## src/rtl/cmv300_spi_cfg_sequencer.sv

```systemverilog
// cmv300_spi_cfg_sequencer: replays the CMV300 init table over the SPI engine, then serves host register accesses.
// Define CMV300_CFG_VERIFY_EN to read back every table write and count mismatches on verify_errs.
module cmv300_spi_cfg_sequencer #(
   parameter int SETTLE_CYC  = 10000,
   parameter int TBL_AW      = 6,
   parameter int TIMEOUT_CYC = 4096
) (
   input  logic              clk,
   input  logic              rst,
   output logic [TBL_AW-1:0] tbl_addr,
   input  logic [15:0]       tbl_data,
   input  logic              host_req,
   input  logic              host_rw,
   input  logic [6:0]        host_addr,
   input  logic [7:0]        host_wdata,
   output logic [7:0]        host_rdata,
   output logic              host_done,
   output logic              host_busy,
   output logic              init_done,
   output logic              err_timeout,
   output logic              spi_start,
   output logic              spi_rw,
   output logic [6:0]        spi_addr,
   output logic [7:0]        spi_wdata,
`ifdef CMV300_CFG_VERIFY_EN
   output logic [7:0]        verify_errs,
`endif
   input  logic [7:0]        spi_rdata,
   input  logic              spi_done
);
`ifdef CMV300_CFG_VERIFY_EN
   localparam bit VERIFY = 1'b1;
`else
   localparam bit VERIFY = 1'b0;
`endif
   localparam int SW = $clog2(SETTLE_CYC + 1);
   localparam int TW = $clog2(TIMEOUT_CYC + 1);

   typedef enum logic [3:0] {SETTLE, FETCH, ISSUE_T, WAIT_T, VISSUE, VWAIT, READY, ISSUE_H, WAIT_H} state_t;

   state_t        state, nxt, adv;
   logic [SW-1:0] scnt;
   logic [TW-1:0] tcnt;
   logic          ph, req_q, pend, waiting, to, fin, last, tbl_step;

   assign waiting   = state inside {WAIT_T, VWAIT, WAIT_H};
   // spi_done on the expiry cycle still counts as a normal completion
   assign to        = waiting && tcnt == TW'(TIMEOUT_CYC - 1) && !spi_done;
   assign fin       = spi_done || to;
   assign last      = &tbl_addr;
   assign adv       = last ? READY : FETCH;
   assign tbl_step  = fin && state == (VERIFY ? VWAIT : WAIT_T);
   assign spi_start = state inside {ISSUE_T, VISSUE, ISSUE_H};
   assign host_busy = pend;

   always_comb begin
      nxt = state;
      case (state)
         SETTLE:  if (scnt == SW'(SETTLE_CYC - 1)) nxt = FETCH;
         FETCH:   if (ph) nxt = tbl_data[15] ? ISSUE_T : READY;
         ISSUE_T: nxt = WAIT_T;
         WAIT_T:  if (fin) nxt = VERIFY ? VISSUE : adv;
         VISSUE:  nxt = VWAIT;
         VWAIT:   if (fin) nxt = adv;
         READY:   if (pend) nxt = ISSUE_H;
         ISSUE_H: nxt = WAIT_H;
         WAIT_H:  if (fin) nxt = READY;
         default: nxt = SETTLE;
      endcase
   end

   always_ff @(posedge clk or posedge rst) begin
      if (rst) begin
         state       <= SETTLE;
         scnt        <= '0;
         tcnt        <= '0;
         ph          <= 1'b0;
         req_q       <= 1'b0;
         pend        <= 1'b0;
         tbl_addr    <= '0;
         host_rdata  <= '0;
         host_done   <= 1'b0;
         init_done   <= 1'b0;
         err_timeout <= 1'b0;
         spi_rw      <= 1'b0;
         spi_addr    <= '0;
         spi_wdata   <= '0;
      end else begin
         state       <= nxt;
         scnt        <= state == SETTLE ? scnt + 1'b1 : '0;
         tcnt        <= spi_start ? TW'(1) : waiting ? tcnt + 1'b1 : '0;
         ph          <= state == FETCH && !ph;
         req_q       <= host_req;
         pend        <= (state == WAIT_H && fin) ? 1'b0 : pend | (host_req & ~req_q);
         host_done   <= state == WAIT_H && fin;
         init_done   <= init_done | (nxt == READY);
         err_timeout <= err_timeout | to;
         if (tbl_step && !last) tbl_addr <= tbl_addr + 1'b1;
         if (state == WAIT_H && spi_done && !spi_rw) host_rdata <= spi_rdata;
         // ph marks the cycle the ROM word for tbl_addr is valid
         if (state == FETCH && ph && tbl_data[15]) {spi_rw, spi_addr, spi_wdata} <= {1'b1, tbl_data[14:0]};
         else if (state == READY && pend) {spi_rw, spi_addr, spi_wdata} <= {host_rw, host_addr, host_wdata};
         else if (VERIFY && state == WAIT_T && fin) spi_rw <= 1'b0;
      end
   end

`ifdef CMV300_CFG_VERIFY_EN
   always_ff @(posedge clk or posedge rst) begin
      if (rst) verify_errs <= '0;
      else if (state == VWAIT && fin && (to || spi_rdata != spi_wdata) && verify_errs != 8'hFF) verify_errs <= verify_errs + 1'b1;
   end
`endif
endmodule
```

## config.mk

```make
export PLATFORM = sky130hd
export DESIGN_NAME = cmv300_spi_cfg_sequencer
export DESIGN_NICKNAME = d
export VERILOG_FILES = /design/src/rtl/cmv300_spi_cfg_sequencer.sv
export SDC_FILE = /design/constraint.sdc
export NUM_CORES = 1
export LEC_CHECK = 0
export ABC_AREA = 1
export CORE_MARGIN = 8
export CORE_UTILIZATION = 49
export DETAILED_ROUTE_END_ITERATION = 16
export GPL_ROUTABILITY_DRIVEN = 0
export PLACE_DENSITY = 0.78
export SLEW_MARGIN = 20
export SYNTH_ARGS = -nofsm -noshare
export SYNTH_HDL_FRONTEND = slang
export SYNTH_SLANG_ARGS = --single-unit
```

## constraint.sdc

```tcl
create_clock -name clk -period 2.85 [get_ports clk]
set_input_delay 0.855 -clock clk [delete_from_list [all_inputs] [get_ports clk]]
set_output_delay 0.855 -clock clk [all_outputs]
set_load 0.02 [all_outputs]
```

# Yosys cells after proc, flatten, opt, wreduce, memory -nomap -nowiden
# Index checks and enable logic that the tools add are counted.
# classes
n_eq_ne,11
n_reduce_logical,22
bitwise_logic,5
add_sub_neg,3
mux,18
# op_table
operator,count
$pmux 4 s8,1
$mux 13,2
$eq 4x3->1 const B,5
$mux 4,5
$mux 8,2
$add 14x1->14 const B,1
$eq 14x14->1 const B,1
$mux 14,1
$mux 7,2
$add 13x1->13 const B,1
$eq 13x12->1 const B,1
$logic_and 1x1->1,11
$eq 4x2->1 const B,2
$add 6x1->6 const B,1
$mux 3,2
$reduce_and 6->1,1
$reduce_bool 3->1,2
$eq 4x1->1 const B,1
$eq 4x4->1 const B,1
$logic_not 1->1,4
$logic_not 4->1,1
$mux 1,3
$or 1x1->1,3
$reduce_bool 2->1,1
4 further kinds,4
# word_totals
inputBits,44
reg_bits,67

# Depth between registers and ports, before layout
# Gate-level depths: netlist (run 1).
# depth
depth_word,9
ltp_mapped,13
depth_no_buf,13

# Least setup slack after synthesis (run 1)
# No wires, ideal clock.
# synth_path
path_type,register to output
start,register state[3]
end,output port spi_start
stages_incl_launch_ff,6
path_slack_ps,1057
t_required_ps,1995
arrival_ps,938
path_buffers,0
path_cell_list,dfrtp_1 inv_1 nand2_1 nor2_1 a21oi_1 nand2_1
# synth_between
elab_chain_len,2
elab_cells_between_ends,4
# synth_lines
item,line,source
start: declaration,41,"state_t state, nxt, adv;"
start signal: assignment,89,state <= nxt;
$eq 4x2->1 or $eq 4x3->1 (tied branches),53,"assign spi_start = state inside {ISSUE_T, VISSUE, ISSUE_H};"
$reduce_bool 3->1 (*),53,
end: declaration,21,"output logic spi_start,"
# Mark *: on every way between the ends. The rest lies on a longest branch, timed or not.

# Worst setup path in the final report (run 1)
# Ends and elaborated chain as after synthesis.

==> key figures, run 1 <==
Synth
  • Most used DFF post-synth: dfrtp_1
  • Synth area leader: dfrtp_1
  • Yosys cell types: 34
  • Yosys top cell area share: 0.5284
  • Post-synth net total: 409
  • Post-synth ARST share: 1.000
  • Post-Syn Instances: 362
  • Synthesized area: 0.003173 sq mm
  • YS warnings: 0
  • Synth area leaders: dfrtp_1, nand2_1, inv_1
  • EDFF count, synth: 0
  • Register area share after synthesis: 0.5284
  • Avg Cell Area, Syn: 8.765 sq um
  • Most frequent cell after synthesis: nand2_1
  • Flops & latches, synth: 67
  • Synth cell count leaders: nand2_1, dfrtp_1, inv_1

Worst setup path
  • Worst Setup SP: state[3]
  • R2R cell count: 12
  • Crit path capture: spi_start
  • CP endpoint kind: primary output
  • CP arrival: 1.53 ns
  • Reg2Reg Setup Slack: 1.00 ns
  • Reg-to-Reg End: tbl_addr[5]
  • Critical path class: reg2out
  • Worst Path Max Fanout: 4
  • CP startpoint kind: register
  • Worst endpoint required time: 2.00 ns
  • R2R Path Start: tcnt[0]

Global route
  • Largest net degree at the start of global routing: 26
  • Total GRT Usage: 0.1587
  • Vias in the first global route: 2596
  • First-pass GRT wire length: 11590 um
  • Gr ovfl total: 0
  • Initial antenna violation count: 0

Placed design
  • DP HPWL: 5381 um
  • Port-buffer cells: 78
  • Area after DPL: 0.004061 sq mm
  • Placed cells: 517
  • Worst slack at placement: 0.4541 ns

Routing
  • DRT iter0 DRCs: 99
  • WL per Instance: 13.27 um
  • Drt drc: 0
  • DR vias: 2631
  • Total length of routed wires: 7044 um
  • Routed Antenna Nets: 0
  • Drt via density: 4.955
  • Initial DRT Pass Iterations: 5

STA
  • RSZ-0062 raised after global routing: no
  • Crit share post-route: 0.8360
  • Final worst-path setup slack: 0.4675 ns
  • Final setup fails: 0
  • Final Critical Period: 2.382 ns
  • Final Hold Viols: 0
  • Worst-margin pin slew: 0.4926 ns
  • Fin Setup TNS: 0 ns
  • Slew HR: 0.6711
  • Fin. max-slew vios: 0
  • Peak Freq: 419.7 MHz
  • Max Clock Skew: 0.007638 ns

Die
  • Die Y: 96.47 um
  • Row count: 29
  • Initial Util: 0.5026
  • Die Span X: 96.47 um
  • Placeable Area: 0.006314 sq mm
  • Ports: 79
  • Die area: 0.009306 sq mm

CTS
  • Clock Tree Buf Depth: 2
  • Cts bufs inserted: 9
  • Worst-Skew Late Latency: 0.33 ns
  • Sinks on Clock Net: 67
  • Clock root buffer: clkbuf_8
  • CTS tree: done
  • Reg clk slew, reported paths: 0.06 ns
  • H-tree depth reported by CTS: 3

Layout
  • # diodes: 0
  • Share of cells above drive strength 1: 0.1079
  • Nets: 498
  • Fin cells: 531
  • Syn-to-layout area delta: 34.38%
  • Final instance area: 0.004264 sq mm

Power and ir drop
  • LEAKAGE: 2.095 nW
  • Worst IR Drop VDD: 0.3133 mV
  • Power per standard cell area: 447.7 mW/mm^2
  • Overall power: 0.001909 W

Run
  • # Max-Cap Violations: 0

Min path
  • Worst hold path type: reg2reg

Run status
  • Status: finished, final reports clean
==> timing repair <==
| action | in CTS | in global routing |
|---|---|---|
| setup endpoints to repair | 0 | 1 |
| gates resized for setup | 0 | 1 |
| hold buffers | 0 | 0 |
| setup buffers | 0 | 0 |
==> critical path: stages (launching register included) <==
cell	delay, ns
dfrtp_1	0.40
inv_1	0.08
nand2_1	0.17
nor2_1	0.06
a21oi_1	0.17
nand2_1	0.10
dlymetal6s2s_1	0.22
==> area by class of cell <==
type / instances / area [sq um]
timing repair buffer: 82 / 813.3
multi-input combinational: 232 / 1256
tap: 77 / 96.34
clock inverter: 2 / 35.03
fill: 529 / 2049
clock buffer: 12 / 165.2
inverter: 59 / 221.5
sequential: 67 / 1677
==> logic make-up after synthesis <==
family	count (synthesis)	share of synthesized area
AOI/OAI and AO/OA	45	0.08714
xor gates and xnor gates	9	0.02484
adders and majority gates	3	0.01183
buffers and inverters	63	0.07571
DFF	67	0.5284
muxes	8	0.02839
and+or+nand+nor	167	0.2437
==> routing by layer <==
layer | track usage | vias up | part of all wire
met5 | 0 | - | 0
met4 | 0.05801 | 0 | 0.013
met3 | 0.06260 | 7 | 0.065
met2 | 0.2565 | 52 | 0.51
met1 | 0.1871 | 1240 | 0.42
li1 | - | 1332 | -
==> report_power, final <==
part           total (W)  switching, W  internal, W
Clock           0.000798      0.000333     0.000465
Combinational   0.000141     0.0000589    0.0000825
Sequential      0.000969    0.00000608     0.000963
Total            0.00191      0.000398      0.00151
==> through the flow <==
stage | utilization | hold slack, ns
after floorplan | - | 0.4329
final | 0.6754 | 0.4603
after global placement | 0.6433 | 0.4468
after CTS | 0.6750 | 0.4647
after detailed placement | 0.6433 | 0.4564
after global routing | 0.6754 | 0.5024
==> sequential cells by signal, indices dropped and copies added (netlist names), 4 cells and up <==
| register | flops |
|---|---|
| tbl_addr | 6 |
| spi_wdata | 8 |
| scnt | 14 |
| spi_addr | 7 |
| state | 4 |
| tcnt | 13 |
| host_rdata | 8 |
==> cells in the final DEF, fill, tap and decap left out, drive strengths merged <==
cell type | Yosys | layout
a211oi | 1 | 1
a21oi | 14 | 14
and2 | 1 | 1
and3 | 2 | 2
buf | 3 | 4
bufinv | 0 | 1
clkbuf | 1 | 12
clkdlybuf4s50 | 0 | 77
clkinv | 0 | 1
dfrtp | 67 | 67
dlymetal6s2s | 0 | 1
ha | 3 | 3
inv | 59 | 59
mux2 | 8 | 8
nand2 | 80 | 80
nand3 | 24 | 24
nand4 | 3 | 3
nor2 | 42 | 42
nor3 | 12 | 12
nor3b | 1 | 1
o211ai | 14 | 14
o21a | 1 | 1
o21ai | 12 | 12
o21bai | 2 | 2
o31ai | 1 | 1
or2 | 1 | 1
or3 | 1 | 1
xnor2 | 2 | 2
xor2 | 7 | 7
==> how the worst min path moves through the flow <==
stage	from	endpoint	slack, ns	cells after the start
global route	scnt[0]	scnt[0]	0.50	1
CTS	scnt[0]	scnt[0]	0.46	1
detailed placement	scnt[0]	scnt[0]	0.46	1
floorplan	scnt[0]	scnt[0]	0.43	1
global placement	scnt[0]	scnt[0]	0.45	1
finish	scnt[0]	scnt[0]	0.46	1
(Power assumes the default switching activity.)
==> run 2, diff against run 1 <==
CORE_UTILIZATION = 44   (was 49)
PLACE_DENSITY = 0.74   (was 0.78)
clock period = 2 ns   (was 2.85 ns; I/O delays follow)
==> run 2 against run 1 <==
  * Power up 34%
  * Largest power group unchanged
  * Clock power up 21%
  * Clock-buffer cell count down 2
  * Critical path depth down 5
  * Critical path type unchanged
  * Final cell count up 6.8%
  * Sequential power up 42%
  * First-iteration DRC count down 34%
  * Utilization down 5.7 points
  * Wire length up 4.3%
  * Clock skew up 0.00095 ns
  * Non-clock buffer count up 13
==> key figures, run 2 (synthesis results as in run 1) <==
Die
  • Placeable Area: 0.007137 sq mm (+13%)
  • Die Span X: 100.9 um (+4.6%)
  • Die Y: 100.9 um (+4.6%)
  • Row count: 31 (+6.9%)
  • Ports: 79 (unchanged)
  • Die area: 0.01018 sq mm (+9.4%)
  • Initial Util: 0.4446 (-0.05798)

Routing
  • Drt via density: 4.757 (-4.0%)
  • Total length of routed wires: 7348 um (+4.3%)
  • DRT iter0 DRCs: 65 (-34%)
  • WL per Instance: 12.96 um (-2.3%)
  • DR vias: 2697 (+2.5%)
  • Routed Antenna Nets: 0 (unchanged)
  • Initial DRT Pass Iterations: 4 (-1)
  • Drt drc: 0 (unchanged)

STA
  • Slew HR: 0.7821 (+0.1110)
  • Peak Freq: 512.8 MHz
  • Crit share post-route: 0.9751
  • Fin. max-slew vios: 0 (unchanged)
  • RSZ-0062 raised after global routing: yes
  • Max Clock Skew: 0.008588 ns (+0.0009505 ns)
  • Final Hold Viols: 0 (unchanged)
  • Final Critical Period: 1.950 ns
  • Worst-margin pin slew: 0.3262 ns (-0.1664 ns)
  • Final setup fails: 0 (unchanged)

CTS
  • Clock root buffer: clkbuf_8
  • H-tree depth reported by CTS: 3 (unchanged)
  • Reg clk slew, reported paths: 0.07 ns (about the same)
  • Cts bufs inserted: 9 (unchanged)
  • CTS Hold Bufs: 0 (unchanged)
  • Sinks on Clock Net: 67 (unchanged)
  • Worst-Skew Late Latency: 0.34 ns (about the same)
  • CTS tree: done
  • Clock Tree Buf Depth: 2 (unchanged)

Power and ir drop
  • Worst IR Drop VDD: 0.2939 mV (-6.2%)
  • Overall power: 0.002560 W (+34%)
  • Power per standard cell area: 580.5 mW/mm^2 (+30%)
  • LEAKAGE: 2.212 nW (+5.6%)

Worst setup path
  • CP delay by family, top: buffers and inverters
  • CP arrival: 1.35 ns (-0.18 ns)
  • CP startpoint kind: register
  • CP max stage cell: clkdlybuf4s50_1
  • Worst endpoint required time: 1.40 ns (-0.60 ns)
  • Worst Path Max Fanout: 3 (-1)
  • CP endpoint kind: primary output
  • Critical path class: reg2out
  • CP max stage delay: 0.63 ns (+0.23 ns)
  • Worst Path Buf+Inv: 1 (-1)
  • Crit-path cells: clkdlybuf4s50_1

Layout
  • Largest Register: scnt
  • Most common cell after layout, fill and taps aside: nand2_1
  • Nets: 511 (+2.6%)
  • Largest regs: scnt (14), tcnt (13)
  • Fillers: 647 (+22%)
  • Most frequent cells in the layout: nand2_1, clkdlybuf4s50_1, dfrtp_1
  • Core Util, Final: 0.6180 (-0.05740)
  • # diodes: 0 (unchanged)
  • Syn-to-layout area delta: 39.00%
  • Max reg flops: 14 (unchanged)
  • Share of cells above drive strength 1: 0.1432 (+0.03523)

Global route
  • Vias in the first global route: 2777 (+7.0%)
  • Largest net degree at the start of global routing: 28 (+7.7%)
  • Total GRT Usage: 0.1549 (-0.003809)
  • Initial antenna violation count: 0 (unchanged)
  • Gr ovfl total: 0 (unchanged)
  • First-pass GRT wire length: 12710 um (+9.6%)

Placed design
  • DP HPWL: 5772 um (+7.3%)
  • Port-buffer cells: 78 (unchanged)

Run status
  • Status: finished, final reports clean

Run
  • # Max-Cap Violations: 0 (unchanged)

Min path
  • Worst hold path type: reg2reg
run 2: cell count changes in the layout (fill, tap and decap cells not counted), moves of 2 or more:
cell | before | now
buf_4 | 4 | 14
buf_12 | 0 | 3
clkdlybuf4s50_1 | 77 | 72
dlymetal6s2s_1 | 1 | 4
clkinvlp_4 | 0 | 3
clkinv_2 | 1 | 3
clkbuf_8 | 12 | 10
run 2: per-stage QoR:
step                setup slack, ns  instance area, sq um  TNS (ns)  hold slack, ns  instances
floorplan                    0.3510                  3177         0          0.4329        362
global placement            0.01610                  4228         0          0.4435        552
detailed placement         -0.05081                  4228  -0.05081          0.4591        552
CTS                        0.001043                  4393         0          0.4681        567
global route               -0.02968                  4410  -0.02968          0.4828        567
finish                      0.04981                  4410         0          0.4648        567
run 2: final timing paths:
path | start | to | slack (ns) | depth (start not counted)
max | host_busy | host_busy | 0.05 | 1
min | scnt[0] | scnt[0] | 0.46 | 1
max reg2reg | tcnt[0] | tbl_addr[5] | 0.21 | 12
min reg2reg | scnt[0] | scnt[0] | 0.46 | 1
max in group asynchronous | rst | host_rdata[4] | 0.97 | 3
min in group asynchronous | rst | tcnt[12] | 0.58 | 2
run 2: worst register-to-register path, delay by kind of cell, from the launching register on:
kind | cells | cell delay [ns]
and+or+nand+nor | 10 | 1.01
DFF | 1 | 0.39
adders and majority gates | 1 | 0.17
AOI/OAI and AO/OA | 1 | 0.12
run 2: final cells by class:
class,count,area (sq um),area share
Tap cell,99,123.9,0.02809
Timing Repair Buffer,95,949.7,0.2153
Clock buffer,10,137.6,0.03121
Multi-Input combinational cell,232,1267,0.2874
Sequential cell,67,1677,0.3801
Inverter,59,225.2,0.05106
Clock inverter,5,30.03,0.006809
run 2: timing repair:
item | CTS | global route
setup buffers | 0 | 0
endpoints found under the setup margin | 2 | 8
resized for setup | 6 | 7
run 2: routing by layer:
metal / part of all wire / global-route usage / up-vias
met3: 0.042 / 0.03729 / 11
met1: 0.43 / 0.1857 / 1261
met5: 0 / 0 / -
li1: - / - / 1367
met2: 0.51 / 0.2562 / 58
met4: 0.018 / 0.07102 / 0
run 2: power breakdown:
group,total [W],switching (W),leakage [nW],internal [W]
Combinational,0.000211,0.0000861,1.26,0.000124
Sequential,0.00138,0.00000934,0.872,0.00137
Clock,0.000969,0.000499,0.0839,0.000469
Total,0.00256,0.000595,2.21,0.00197
==> RTL edit 1 (flow settings as in run 1) <==
Build with the macro `CMV300_CFG_VERIFY_EN` defined.
--- a/src/rtl/cmv300_spi_cfg_sequencer.sv
+++ b/src/rtl/cmv300_spi_cfg_sequencer.sv
@@ -1,5 +1,7 @@
 // cmv300_spi_cfg_sequencer: replays the CMV300 init table over the SPI engine, then serves host register accesses.
 // Define CMV300_CFG_VERIFY_EN to read back every table write and count mismatches on verify_errs.
+`define CMV300_CFG_VERIFY_EN
+
 module cmv300_spi_cfg_sequencer #(
    parameter int SETTLE_CYC  = 10000,
    parameter int TBL_AW      = 6,
Function (old outputs only; new: verify_errs): same outputs for any inputs over 10 cycles, from zero or initial values and one cycle with rst high; that may be too few to reach the edited logic, so the function may still have changed.
==> RTL edit 1 against run 1 <==
Power grew 16%; sequential cell count grew 8; wire length grew 31%; synthesized area grew 20%; utilization shrank 1.1 points; worst setup slack lost 280 ps; cell area grew 18%; non-clock buffer count grew 8; largest cell class unchanged.
==> RTL edit 1: results (changes against run 1) <==
Pwr
  • Switching power summed over all nets: 0.455 mW (was 0.398 mW)
  • Clock group total power: 0.986 mW (was 0.798 mW)
  • Leakage power: 2.51 nW (was 2.10 nW)
  • Combinational gate power: 0.145 mW (was 0.141 mW)
  • Peak ir drop on the vdd network: 347 uV (was 313 uV)
  • Internal portion of total power: 1.76 mW (was 1.51 mW)

Final layout
  • Share of post-route cells with drive strength above 1: 9.48% (was 10.8%)
  • Layout Cells excl Fill: 661 (was 531)

Critical path
  • Destination of the worst register-to-register timing path: verify_errs[3] (was tbl_addr[5])
  • Highest cell delay on the worst timing path: 450 ps (was 400 ps)
  • Crit path max fanout: 5 (was 4)

Routing
  • Post-detailed-route wirelength per cell: 14.0 um (was 13.3 um)
  • Number of violations reported at the end of detailed-routing iteration 0: 138 (was 99)
  • Via count: 3302 (was 2631)

Placed design
  • Dpl hpwl: 6980 um (was 5380 um)
  • Placed Area: 4810 um^2 (was 4060 um^2)
  • Port Buffer Count: 86 (was 78)
  • Worst setup timing slack at the placement stage: 251 ps (was 454 ps)

Worst hold path
  • Hold Path Class: flop to flop (unchanged)

Yosys
  • Register area share after synthesis: 49.3% (was 52.8%)
  • Total nets after synthesis: 506 (was 409)
  • Synth cell count leaders: 90 x nand2_1, 75 x dfrtp_1, 66 x inv_1 (was 73 x nand2_1, 67 x dfrtp_1, 55 x inv_1)
  • Mean post-synth cell area: 8.31 um^2 (was 8.77 um^2)
  • Synth area leaders: dfrtp_1 49%, nand2_1 8.9%, inv_1 6.5%, nor2_1 4.9%, nand3_1 4.3% (was dfrtp_1 53%, nand2_1 8.6%, inv_1 6.5%, nor2_1 4.1%, nand3_1 3.6%)

GRT
  • First-pass GRT wire length: 15900 um (was 11600 um)
  • Overall Global Routing Usage: 17.9% (was 15.9%)
  • Via count of the first global-routing pass: 3359 (was 2596)
  • Largest net degree at the start of global routing: 76 (was 26)

Clocking
  • Skew-Pair Late Insertion Delay: 350 ps (was 330 ps)
  • Number of cells upsized or downsized after cts: 1 (was 0)

STA
  • Relative slew slack: 69.0% (was 67.1%)
  • Final Cycle Share: 93.6% (was 83.6%)
  • Fin Hold WS: 461 ps (was 460 ps)
  • Final clock skew: 8.91 ps (was 7.64 ps)

Die
  • Count of standard-cell rows: 32 (was 29)

Run status
  • Status: completed (unchanged)
RTL edit 1: cell types whose count changed after synthesis, moves of 4 or more:
| cell | change |
|---|---|
| o211ai_1 | -14 |
| mux2_2 | -6 |
| a21oi_1 | +11 |
| nand4_1 | +7 |
| inv_1 | +11 |
| xor2_1 | +4 |
| or2_2 | +4 |
| nor2_1 | +15 |
| nand2_1 | +17 |
| dfrtp_1 | +8 |
| nand3_1 | +10 |
| o21ai_0 | +13 |
RTL edit 1: worst max path at each step:
stage | startpoint | endpoint | cells past startpoint
floorplan | rst | err_timeout | 1
global placement | state[3] | spi_start | 6
global route | state[3] | spi_start | 6
CTS | state[3] | spi_start | 6
detailed placement | spi_rdata[6] | verify_errs[3] | 9
finish | state[3] | spi_start | 6
RTL edit 1: cell type report:
type	count	area, um^2
timing repair buffer	90	902
fill	620	2550
inverter	69	259
clock buffer	11	141
sequential	75	1880
multi-input combinational	309	1650
clock inverter	5	100
tap	102	128
RTL edit 1: worst max-delay path: cells and delay by family (launching register included):
family                 cells  cell delay (ps)
buffers and inverters      3              490
AO/OA/AOI/OAI              1              210
flip-flops                 1              450
AND/OR/NAND/NOR            2              300
RTL edit 1: logic make-up after synthesis:
| kind of cell | count (synthesis) | share of synthesized area (%) |
|---|---|---|
| AO/OA/AOI/OAI | 60 | 8.95 |
| XOR/XNOR | 15 | 3.45 |
| adder cells (fa/ha/maj) | 4 | 1.32 |
| buffers and inverters | 74 | 7.43 |
| flip-flops | 75 | 49.3 |
| multiplexers | 3 | 0.986 |
| AND/OR/NAND/NOR | 227 | 28.5 |
RTL edit 1: metal layers:
layer	up-vias	GRT usage (%)	part of all wire (%)
li1	1668	-	-
met1	1561	21.4	44
met2	56	29.3	49
met3	17	4.21	3.9
met4	0	9.20	2.8
met5	-	0	0
==> RTL edit 2 (settings of run 1) <==
Without the edit above. The output `host_done` loses its register stage (`host_done` becomes a continuous assignment).
--- a/src/rtl/cmv300_spi_cfg_sequencer.sv
+++ b/src/rtl/cmv300_spi_cfg_sequencer.sv
@@ -79,7 +79,6 @@
          pend        <= 1'b0;
          tbl_addr    <= '0;
          host_rdata  <= '0;
-         host_done   <= 1'b0;
          init_done   <= 1'b0;
          err_timeout <= 1'b0;
          spi_rw      <= 1'b0;
@@ -92,7 +91,6 @@
          ph          <= state == FETCH && !ph;
          req_q       <= host_req;
          pend        <= (state == WAIT_H && fin) ? 1'b0 : pend | (host_req & ~req_q);
-         host_done   <= state == WAIT_H && fin;
          init_done   <= init_done | (nxt == READY);
          err_timeout <= err_timeout | to;
          if (tbl_step && !last) tbl_addr <= tbl_addr + 1'b1;
@@ -104,6 +102,8 @@
       end
    end
 
+   assign host_done = state == WAIT_H && fin;
+
 `ifdef CMV300_CFG_VERIFY_EN
    always_ff @(posedge clk or posedge rst) begin
       if (rst) verify_errs <= '0;
Function: no difference found for any inputs over 10 cycles, from zero or initial values and one cycle with rst high; that may be too few to reach the edited logic, so the function may still have changed.
==> RTL edit 2 against run 1 <==
Wire length up 2.6%; sequential cell count shrank 1; critical path type is now primary input to primary output; largest power group unchanged; cell area decreased by 0.76%; highest routed layer unchanged; synthesized cell count shrank 0.28%; worst setup slack got worse by 270 ps; synthesized area shrank 0.79%; sequential share of layout area down 0.29 points; power down 5.8%.
==> RTL edit 2: results (changes against run 1) <==
Routing
  • Number of violations reported at the end of detailed-routing iteration 0: 104 (was 99)
  • Post-detailed-route wirelength per cell: 13.6 um (was 13.3 um)
  • Vias per cell: 4.98 (was 4.95)
  • First-pass detailed-route iteration total: 4 (was 5)
  • Final routed wirelength across all metal layers: 7230 um (was 7040 um)

Placed design
  • Cell count after placement: 518 (was 517)
  • Dpl hpwl: 5490 um (was 5380 um)

GRT
  • Largest net degree at the start of global routing: 67 (was 26)
  • Via count of the first global-routing pass: 2575 (was 2596)
  • Overall Global Routing Usage: 16.4% (was 15.9%)
  • First-pass GRT wire length: 11500 um (was 11600 um)

Final layout
  • Top flop regs: scnt x14, tcnt x13 (unchanged)
  • Net total in the final layout: 499 (was 498)
  • Fillcell total: 502 (was 529)
  • Share of post-route cells with drive strength above 1: 11.4% (was 10.8%)

Critical path
  • Delay-heaviest family, CP: buffers and inverters (was flip-flops)
  • Crit path max fanout: 2 (was 4)
  • Slowest CP cell: clkdlybuf4s50_1 (was dfrtp_1)
  • Arrival time of data at the critical path endpoint: 1800 ps (was 1530 ps)
  • Highest cell delay on the worst timing path: 500 ps (was 400 ps)
  • Startpoint types: primary input (was flop)

Yosys
  • Post-synthesis share of cell area spent on full adders, half adders and majority gates: 1.19% (was 1.18%)
  • Post-synthesis xor/xnor area fraction: 2.50% (was 2.48%)
  • Total nets after synthesis: 408 (was 409)
  • FFs w/ async S/R, synth: 100% (unchanged)
  • Synth cell count leaders: 73 x nand2_1, 66 x dfrtp_1, 55 x inv_1 (was 73 x nand2_1, 67 x dfrtp_1, 55 x inv_1)
  • Multiplexer share of the synthesized area: 2.86% (was 2.84%)
  • Register area share after synthesis: 52.5% (was 52.8%)
  • Synth area leaders: dfrtp_1 52%, nand2_1 8.7%, inv_1 6.6%, nor2_1 4.2%, nand3_1 3.7% (was dfrtp_1 53%, nand2_1 8.6%, inv_1 6.5%, nor2_1 4.1%, nand3_1 3.6%)
  • Share of the synthesized area in compound gates (AO/OA/AOI/OAI): 8.78% (was 8.71%)
  • Count of mapped cells out of synthesis: 361 (was 362)
  • Fraction of post-synthesis cell area in the top cell type by area: 52.5% (was 52.8%)
  • Synth warnings: 0 (unchanged)

STA
  • Final clock skew: 6.36 ps (was 7.64 ps)
  • Relative slew slack: 76.5% (was 67.1%)

Pwr
  • Clock group total power: 0.699 mW (was 0.798 mW)
  • Part of the power in combinational logic: 8.0% (was 7.4%)
  • Peak ir drop on the vdd network: 303 uV (was 313 uV)
  • Switching power summed over all nets: 0.411 mW (was 0.398 mW)
  • Leakage power: 2.09 nW (was 2.10 nW)

Clocking
  • Number of buffers inserted during clock tree synthesis: 9 (unchanged)
  • Clock H-tree levels: 3 (unchanged)
  • Master cell of the clock root buffer: clkbuf_8 (unchanged)
  • Number of cells upsized or downsized after cts: 1 (was 0)
  • Skew-Pair Late Insertion Delay: 340 ps

Run status
  • Status: completed (unchanged)
==> RTL edit 2: cell count changes after synthesis, sizes merged <==
cell   before  now
dfrtp      67   66
==> RTL edit 2: cell type report <==
class / instances / area (um^2) / share of cell area (%)
repair buffers: 84 / 836 / 19.8
flip-flops and latches: 66 / 1650 / 39.0
inverters: 59 / 221 / 5.23
well taps: 77 / 96.3 / 2.28
clock inverters: 3 / 15.0 / 0.355
multi-input cells: 232 / 1260 / 29.7
clock buffers: 12 / 155 / 3.67
==> RTL edit 2: stage by stage <==
step / worst slack [ps] / power [mW] / TNS [ps] / instance area [um^2]
2_1_floorplan: 340 / 1.02 / 0 / 3150
3_3_place_gp: -241 / 1.12 / -241 / 4060
3_5_place_dp: -241 / 1.12 / -241 / 4060
4_1_cts: 21.2 / 1.82 / 0 / 4230
5_1_grt: 99.3 / 1.86 / 0 / 4230
6_report: 199 / 1.80 / 0 / 4230
==> RTL edit 2: logic make-up after synthesis <==
family                   Yosys count
AO/OA/AOI/OAI                     45
XOR/XNOR                           9
adder cells (fa/ha/maj)            3
buffers and inverters             63
flip-flops                        66
multiplexers                       8
AND/OR/NAND/NOR                  167
==> RTL edit 2: worst paths after layout <==
| check | from | to | slack, ps | cells past startpoint |
|---|---|---|---|---|
| hold / removal | scnt[0] | scnt[0] | 450 | 1 |
| max in group asynchronous | rst | tcnt[6] | 1670 | 3 |
| min in group asynchronous | rst | spi_addr[4] | 890 | 3 |
| hold reg to reg | scnt[0] | scnt[0] | 450 | 1 |
| setup reg to reg | tcnt[0] | tbl_addr[5] | 980 | 13 |
| setup / recovery | spi_done | host_done | 200 | 4 |
==> RTL edit 2: metal layers <==
layer  track usage (%)  wire length [um]
met5                 0                 0
met4              10.5               126
met3              4.68               427
met2              25.8              3620
met1              19.2              3050
